File: src/rtl/carregador_matrizes.sv
// -----------------------------------------------------------------------------
// carregador_matrizes
//
// Serial-to-parallel operand loader for the combinational N x N signed matrix
// multiplier. Elements arrive one per transfer over a valid/ready handshake:
// first all of A, then all of B, each in row-major order. When both matrices
// are complete they are held stable and 'prontas' stays high until the
// consumer releases them with 'liberar'.
//
// Parameters
//   N      matrix dimension (each matrix holds N*N elements)
//   WIDTH  bits per signed element
//
// Ports
//   clk           single clock, rising edge
//   rst           synchronous reset, active-high (priority over abortar)
//   in_valid      in_data holds an element
//   in_ready      loader can accept an element this cycle
//   in_data       signed element, stored verbatim
//   abortar       discard any partial load, clear A/B, restart at A[0]
//   liberar       consumer took the operands; rearm (only honoured in PRONTO)
//   A, B          flat matrices; element idx=i*N+k at [idx*WIDTH +: WIDTH]
//   prontas       A and B complete and stable
//   indice        index of the next element expected
//   carregando_b  0 while loading A, 1 while loading B
// -----------------------------------------------------------------------------
module carregador_matrizes #(
    parameter  int N     = 3,
    parameter  int WIDTH = 8,
    localparam int NE    = N * N,
    localparam int IW    = (NE > 1) ? $clog2(NE) : 1
) (
    input  logic                  clk,
    input  logic                  rst,
    input  logic                  in_valid,
    output logic                  in_ready,
    input  logic [WIDTH-1:0]      in_data,
    input  logic                  abortar,
    input  logic                  liberar,
    output logic [NE*WIDTH-1:0]   A,
    output logic [NE*WIDTH-1:0]   B,
    output logic                  prontas,
    output logic [IW-1:0]         indice,
    output logic                  carregando_b
);

    localparam logic [1:0] CARREGA_A = 2'd0;
    localparam logic [1:0] CARREGA_B = 2'd1;
    localparam logic [1:0] PRONTO    = 2'd2;

    localparam logic [IW-1:0] ULTIMO = IW'(NE - 1);

    logic [1:0] estado;

    // Status outputs are pure decodes of the registered state, so no input
    // ever reaches an output combinationally.
    assign in_ready     = (estado == CARREGA_A) || (estado == CARREGA_B);
    assign carregando_b = (estado == CARREGA_B);
    assign prontas      = (estado == PRONTO);

    // NOTE: all state here is written with non-blocking assignments so every
    // register samples the pre-edge values regardless of statement order.
    always_ff @(posedge clk) begin
        // NOTE: A and B are wide operand registers, not a RAM; they are reset
        // because both rst and abortar must leave them architecturally zero.
        if (rst || abortar) begin
            estado <= CARREGA_A;
            indice <= '0;
            A      <= '0;
            B      <= '0;
        end else begin
            case (estado)
                CARREGA_A: begin
                    if (in_valid) begin
                        A[indice*WIDTH +: WIDTH] <= in_data;
                        if (indice == ULTIMO) begin
                            indice <= '0;
                            estado <= CARREGA_B;
                        end else begin
                            indice <= indice + IW'(1);
                        end
                    end
                end
                CARREGA_B: begin
                    if (in_valid) begin
                        B[indice*WIDTH +: WIDTH] <= in_data;
                        if (indice == ULTIMO) begin
                            indice <= '0;
                            estado <= PRONTO;
                        end else begin
                            indice <= indice + IW'(1);
                        end
                    end
                end
                PRONTO: begin
                    // Operands stay frozen; old contents remain visible until
                    // the next load overwrites them element by element.
                    if (liberar) begin
                        estado <= CARREGA_A;
                        indice <= '0;
                    end
                end
                default: begin
                    estado <= CARREGA_A;
                    indice <= '0;
                end
            endcase
        end
    end

endmodule

File: config.mk
export PLATFORM = sky130hd
export DESIGN_NAME = carregador_matrizes
export DESIGN_NICKNAME = d
export VERILOG_FILES = /design/src/rtl/carregador_matrizes.sv
export SDC_FILE = /design/constraint.sdc
export NUM_CORES = 1
export LEC_CHECK = 0
export CORE_MARGIN = 4
export CORE_UTILIZATION = 40
export CTS_BUF_LIST = sky130_fd_sc_hd__clkbuf_8
export CTS_CLUSTER_DIAMETER = 150
export DETAILED_ROUTE_END_ITERATION = 16
export PLACE_DENSITY = 0.71
export SLEW_MARGIN = 20
export SYNTH_ARGS = -nofsm -noshare
export SYNTH_HDL_FRONTEND = slang
export SYNTH_SLANG_ARGS = --single-unit
File: constraint.sdc
create_clock -name clk -period 2 [get_ports clk]
set_input_delay 0.6 -clock clk [delete_from_list [all_inputs] [get_ports clk]]
set_output_delay 0.6 -clock clk [all_outputs]
set_load 0.01 [all_outputs]
# Word level (Yosys, flattened, before mapping)
# Index checks and enable logic that the tools add are counted.
word_totals:
  ff_bits: 150
  latchBits: 0
  ramBits: 0
  mem_bits_ro: 0
  input_bits: 13
  out_inout_bits: 151
  elab_cells: 37
  memories: 0
op_classes:
  add_sub_neg: 2
  mul: 0
  n_div: 0
  n_lt_le_gt_ge: 0
  eq_ne: 9
  n_shift: 2
  mux: 12
  bitwise: 0
  reduce_logical: 8
ops:
  columns: ["cell", "count"]
  rows:
  - ["72-bit bitwise mux", 2]
  - ["8-bit by 34-bit variable shift with 72-bit output (first input constant)", 1]
  - ["8-bit by 34-bit indexed part select with 72-bit output", 1]
  - ["7-bit negator with 34-bit output", 1]
  - ["4-bit 2-to-1 mux", 3]
  - ["2-bit 2-to-1 mux", 5]
  - ["4-bit one-hot mux with 2 select lines", 1]
  - ["2-bit by 1-bit != test with 1-bit output (second input constant)", 3]
  - ["2-bit != test (second input constant)", 3]
  - ["2-bit one-hot mux with 3 select lines", 1]
  - ["2-bit AND reduction", 3]
  - ["5-bit AND reduction", 1]
  - ["4-bit by 1-bit adder with 4-bit output (second input constant)", 1]
  - ["4-bit equality test (second input constant)", 1]
  - ["2-bit by 1-bit equality test with 1-bit output (second input constant)", 1]
  - ["2-bit equality test (second input constant)", 1]
  - ["2-bit zero test", 1]
  - ["1-bit logical OR", 2]
  - ["2-bit OR reduction", 1]

# Longest topological paths before layout
# Gate-level depths: netlist (run 1).
logic_depth:
  word_depth: 4
  ltp_mapped: 9
  mapped_depth_nobuf: 6

# Worst setup path after synthesis (run 1)
# No wires, ideal clock.
synth_timing:
  path_type: "register -> register"
  from: "reg indice[0]"
  to: "reg B[0]"
  setup_time_ns: 0.076
  arrival_ns: 2.206
  slack_ns: -0.282
  stages_incl_launch_ff: 9
  path_cell_list: "dfxtp_1 > buf_2 > inv_1 > ha_1 > buf_2 > or4_1 > nor4_4 > nand2_1 > o21ai_0"
synth_via:
  elab_chain_cells: 3
  word_cells_on_any_way: 4
  classes_between: "1 x add/sub; 2 x shift; 1 x mux"
synth_rtl:
  columns: ["item", "line_no", "source"]
  rows:
  - ["start, declared", "43", "output logic [IW-1:0] indice,"]
  - ["start signal, assigned", "80", "indice <= indice + IW'(1);"]
  - ["start signal, assigned", "91", "indice <= indice + IW'(1);"]
  - ["7-bit negator with 34-bit output (*)", "86", "B[indice*WIDTH +: WIDTH] <= in_data;"]
  - ["8-bit by 34-bit indexed part select with 72-bit output / 8-bit by 34-bit variable shift with 72-bit output (equally long branches)", "86", null]
  - ["72-bit bitwise mux (*)", "86", null]
  - ["end signal, assigned by index", "86", null]
  - ["end, declared", "41", "output logic [NE*WIDTH-1:0] B,"]
# Every way passes the cells marked *; elsewhere a longest branch is shown, timed or not.
# A chain may end at the register's enable or synchronous reset.

# Worst setup path after layout (run 1)
layout_timing:
  from: "reg A[61]"
  to: "out A[61]"
layout_rtl:
  columns: ["item", "line_no", "source"]
  rows:
  - ["start, declared", "40", "output logic [NE*WIDTH-1:0] A,"]
  - ["start signal, assigned by index", "75", "A[indice*WIDTH +: WIDTH] <= in_data;"]
# No word-level cell between the ends.

==> results of run 1 <==
==> metal layers <==
metal,vias up,routed length (um),track usage
met5,-,0,0
met3,35,1300,0.0627
met4,0,369,0.0821
li1,2475,-,-
met1,2437,7860,0.275
met2,192,7890,0.323
==> per-stage QoR <==
step | instances | hold slack (ps) | worst slack (ps) | utilization
finish | 1006 | 462 | 41.3 | 0.609
global placement | 976 | 444 | -234 | 0.574
global route | 1006 | 486 | 0.356 | 0.609
floorplan | 610 | 482 | -74.1 | -
CTS | 1006 | 463 | 0.366 | 0.600
detailed placement | 976 | 452 | -265 | 0.574
==> logic make-up (layout without fill, tap and decap cells) <==
kind of cell	after synthesis	after routing	synth area share
buffers and inverters	31	247	0.0211
DFF	150	150	0.512
xor gates and xnor gates	2	2	0.00299
adders and majority gates	3	3	0.00640
muxes	129	129	0.220
and+or+nand+nor	268	268	0.205
AOI/OAI and AO/OA	27	27	0.0322
==> cell type report <==
type                       count  area, sq um  area share
clock buffer                  19          262      0.0305
timing repair buffer         210         2110       0.246
tap                          180          225      0.0262
inverter                       7         26.3     0.00306
sequential                   150         3010       0.351
multi-input combinational    429         2840       0.330
clock inverter                11          110      0.0128
==> flip-flops by register name, indices dropped and copies added (netlist names) <==
register	cells
estado	2
A	72
indice	4
B	72
==> report_power, final <==
| group | switching [mW] | total (mW) | internal, mW |
|---|---|---|---|
| clock | 1.08 | 2.23 | 1.14 |
| sequential | 0.00380 | 2.99 | 2.99 |
| combinational | 0.163 | 0.268 | 0.105 |
| total | 1.25 | 5.48 | 4.24 |
==> worst paths after layout <==
| kind | end | start | cells after the start | slack (ps) |
|---|---|---|---|---|
| worst max-delay path | A[61] | A[61]$_SDFFE_PP0P_ | 1 | 40 |
| worst min-delay path | A[21]$_SDFFE_PP0P_ | A[21]$_SDFFE_PP0P_ | 2 | 460 |
| worst max register to register | B[5]$_SDFFE_PP0P_ | indice[0]$_SDFFE_PP0P_ | 7 | 100 |
| worst min register to register | A[21]$_SDFFE_PP0P_ | A[21]$_SDFFE_PP0P_ | 2 | 460 |
==> cell usage in the layout, fill, tap and decap left out, drive strengths merged, types with 2 or more instances in the layout <==
cell,synthesis,routed
a21oi,2,2
a32o,2,2
and2,3,3
buf,6,47
bufinv,0,2
clkbuf,18,19
clkdlybuf4s50,0,113
clkinv,0,5
dfxtp,150,150
dlygate4sd2,0,13
dlymetal6s2s,0,37
ha,3,3
inv,7,10
mux2i,129,129
nand2,202,202
nand2b,4,4
nand3,21,21
nand4,2,2
nor2,10,10
nor3,7,7
nor3b,3,3
nor4,3,3
o21ai,16,16
o22ai,2,2
xor2,2,2
==> timing repair <==
action | 4_1_cts | 5_1_grt
hold endpoints to repair | 0 | 0
resized for setup | 19 | 44
endpoints found under the setup margin | 26 | 75
pin swaps | 0 | 2
==> metrics, run 1 <==
status=finished, final reports clean; critical path fanouts, max=2; Synth area leader=dfxtp_1; first-pass GRT wire length=27400 um; fin area=8580 sq um; detailed placement HPWL=12800 um; critical setup path kind=reg -> out; # rows=43; CP Launch Type=flop; Vias=5139; Synth warnings=0; WP data arrival=1360 ps; most frequent cells after synthesis=196 x nand2_1, 150 x dfxtp_1, 129 x mux2i_1; Crit-path slowest cell=clkdlybuf4s50_1; placed cell area=8090 sq um; final setup fails=0; RSZ-0062 raised after global routing=no; H-tree depth=4; Syn Std Cell Area=5870 sq um; core box area=14100 sq um; Total GRT Usage=0.209; die area=16700 sq um; Die X=129 um; crit path capture type=output pin; Yosys cell types=44; chip height=129 um; Req. time, crit path=1400 ps; final hold viol count=0; sequential share of the synthesized area=0.512; Slew Viols, Final=0; TritonCTS Buffers=17; Leak=4.60 nW; root buffer cell=clkbuf_8; Rel. slew slack=0.719; DR DRC count=0; Longest Clk Path Bufs=2; skew final=8.52 ps; I/O Pins=164; # fillers=1193; total gr overflow=0; Routed wire per std cell=17.3 um; Syn Nets=626; nets=831; Worst Hold Class=reg -> reg; crit-path cells=clkdlybuf4s50_1; share of cells above drive strength 1=0.132; maximum number of pins on one net before global-route repair=55; postcts setup bufs=0; clock-pin slew on the worst setup and hold paths=80 ps; Ant. Diodes=0; router iterations before antenna repair=4; Final Cycle Share=0.979; Tmin final=1960 ps; Mean Syn Cell Area=9.62 sq um; prevailing post-synth register cell=dfxtp_1; via-per-instance ratio=5.11; Tot Pwr=5.48 mW; Buf/Inv on CP=1; Power per Cell Area=639 nW/um^2; # port buffers=163; routed wire length=17400 um; Max Fclk=511 MHz; Final ANT Viol Nets=0; ranking of synthesized cells by area=dfxtp_1 51%, mux2i_1 22%, nand2_1 13%; TNS Setup=0 ps; initial antenna violation count=0; synthesized flop and latch total=150; peak supply drop=0.459 mV; Synth top area share=0.512; Skew-Pair Late Insertion Delay=430 ps; vias in the first global route=5257; Post-synth EDFFs=0; most frequent cell after synthesis=nand2_1; Async S/R FF share, synth=0; effective utilization at floorplan=0.416; Starting DRT DRC Count=280; Placer Congestion=0.859; TritonCTS clock tree=built; cell family with most CP delay=buffers and inverters; hold buffer count at CTS=0; Synth Instances=610; Sink Count=150; Worst Tran Pin Value=420 ps; max_cap viols=0; area delta synth->final=46.3%; Worst path max stage delay=560 ps
(Power assumes the default switching activity.)
==> run 2, diff against run 1 <==
- CORE_MARGIN: 4 -> unset
==> run 2 against run 1 <==
- sequential cell count unchanged
- clock power down 9.4%
- utilization grew 0.34 points
- maximum frequency about the same
- cell count grew 0.20%
- sequential power is essentially flat
- combinational power barely moved
- via count down 0.78%
- clock skew up 2.6 ps
- first-iteration DRC count down 10%
- worst hold slack improved by 0.92 ps
- global-route usage rose by 2.5 points
- critical endpoint is now B[14]
==> metrics, run 2 (same netlist as run 1, synthesis figures left out) <==
crit path capture type=output pin; Tmin final=1960 ps (+1.44 ps); vias in the first global route=5247 (-0.19%); Sink Count=150 (unchanged); root buffer cell=clkbuf_8; # port buffers=163 (unchanged); Crit-path slowest cell=clkdlybuf4s50_1; area delta synth->final=47.1%; H-tree depth=4 (unchanged); Ant. Diodes=0 (unchanged); WP data arrival=1360 ps (about the same); Power per Cell Area=612 nW/um^2 (-4.2%); reg2reg end=B[5]$_SDFFE_PP0P_; cell family with most CP delay=buffers and inverters; total gr overflow=0 (unchanged); Total GRT Usage=0.234 (+0.0247); die area=15200 sq um (-9.1%); Worst path max stage delay=550 ps (about the same); hold wc startpoint=B[8]$_SDFFE_PP0P_; max_cap viols=0 (unchanged); maximum number of pins on one net before global-route repair=77 (+40%); chip height=123 um (-4.6%); # rows=43 (unchanged); Slew Viols, Final=0 (unchanged); Worst Hold Class=reg -> reg; TritonCTS clock tree=built; detailed placement HPWL=12400 um (-3.1%); Req. time, crit path=1400 ps (about the same); routed wire length=17300 um (-0.91%); critical setup path kind=reg -> out; Placer Congestion=0.802 (-6.7%); fin util=0.612 (+0.00337); Final ANT Viol Nets=0 (unchanged); Buf/Inv on CP=1 (unchanged); TritonCTS Buffers=17 (unchanged); effective utilization at floorplan=0.416 (unchanged); Rel. slew slack=0.662 (-0.0575); largest registers=A: 72 flops, B: 72 flops, indice: 4 flops; hold endpoint=B[8]$_SDFFE_PP0P_; router iterations before antenna repair=5 (+1); crit-path cells=clkdlybuf4s50_1; Leak=4.90 nW (+6.6%); final hold viol count=0 (unchanged); Vias=5099 (-0.78%); Final Cycle Share=0.980 (about the same); initial antenna violation count=0 (unchanged); most frequent cells in the layout=190 x nand2_1, 147 x dfxtp_1, 129 x mux2i_1; status=finished, final reports clean; Cells after DPL=975 (-0.10%); via-per-instance ratio=5.06 (-0.98%); share of cells above drive strength 1=0.140 (+0.00814); DR DRC count=0 (unchanged); Longest Clk Path Bufs=2 (unchanged); skew final=11.2 ps (+2.63 ps); Max Fclk=510 MHz (about the same); reg2reg path depth=7 (unchanged); non-filler instance count after layout=1008 (+0.20%); CP Launch Type=flop; flop2flop setup slack=70 ps (-30 ps); hold path depth=2 (unchanged); RR Startpoint=indice[0]$_SDFFE_PP0P_; clock-pin slew on the worst setup and hold paths=80 ps (about the same); Worst Tran Pin Value=506 ps (+85.6 ps); final setup fails=0 (unchanged); Die X=123 um (-4.6%); critical path fanouts, max=2 (unchanged); I/O Pins=164 (unchanged); Routed wire per std cell=17.1 um (-1.1%); commonest non-fill, non-tap cell in the layout=nand2_1; hold buffer count at CTS=0 (unchanged); core box area=14100 sq um (unchanged); nets=831 (unchanged); Starting DRT DRC Count=252 (-10%); peak supply drop=0.409 mV (-11%); Skew-Pair Late Insertion Delay=450 ps (+20 ps); first-pass GRT wire length=26500 um (-3.2%)
==> run 2: changes by cell type in the layout (fill, tap and decap cells not counted), sizes merged <==
cell / change
dlymetal6s2s: +13
dlygate4sd2: +6
inv: +1
clkinvlp: +1
clkdlybuf4s50: -19
clkinv: +2
bufinv: -2
==> run 2: worst max path at each step <==
stage | from | end | cells past startpoint
floorplan | indice[2]$_SDFFE_PP0P_ | A[56]$_SDFFE_PP0P_ | 7
global placement | rst | B[69]$_SDFFE_PP0P_ | 6
detailed placement | rst | B[39]$_SDFFE_PP0P_ | 6
CTS | B[63]$_SDFFE_PP0P_ | B[63] | 1
global route | indice[0]$_SDFFE_PP0P_ | A[3]$_SDFFE_PP0P_ | 6
finish | B[14]$_SDFFE_PP0P_ | B[14] | 1
==> run 2: area by class of cell <==
class / instances / area [sq um]
Multi-Input combinational cell: 429 / 2900
Clock buffer: 19 / 262
Clock inverter: 13 / 82.6
Timing Repair Buffer: 210 / 2120
Tap cell: 180 / 225
Sequential cell: 150 / 3010
Inverter: 7 / 26.3
Fill cell: 1229 / 5470
==> run 2: where the power goes <==
group | switching, mW | internal (mW) | leakage (nW)
Combinational | 0.166 | 0.104 | 3.51
Clock | 1.11 | 0.912 | 0.184
Sequential | 0.00391 | 2.99 | 1.21
==> run 2: per-stage QoR <==
step	setup TNS (ps)	setup slack (ps)	instance area [sq um]	total power, mW	hold WS (ps)
after CTS	0	0.721	8400	5.33	466
after global routing	-3.44	-1.86	8630	5.47	480
after detailed placement	-28820	-326	8070	3.32	452
after global placement	-24460	-223	8070	3.31	445
final	0	39.8	8630	5.28	463
after floorplan	-2570	-74.1	5930	3.18	482
==> run 2: metal layers <==
layer,vias to the layer above,GRT usage,part of all wire
met1,2412,0.278,0.41
met3,27,0.0761,0.091
met5,-,0,0
li1,2482,-,-
met2,178,0.388,0.48
met4,0,0.0956,0.018
==> run 2: timing repair <==
action / CTS / global route
pin swaps: 0 / 3
buffers inserted: 0 / 1
hold endpoints to repair: 0 / 0
gates resized for setup: 24 / 67
setup endpoints to repair: 26 / 130
cloned: 0 / 0
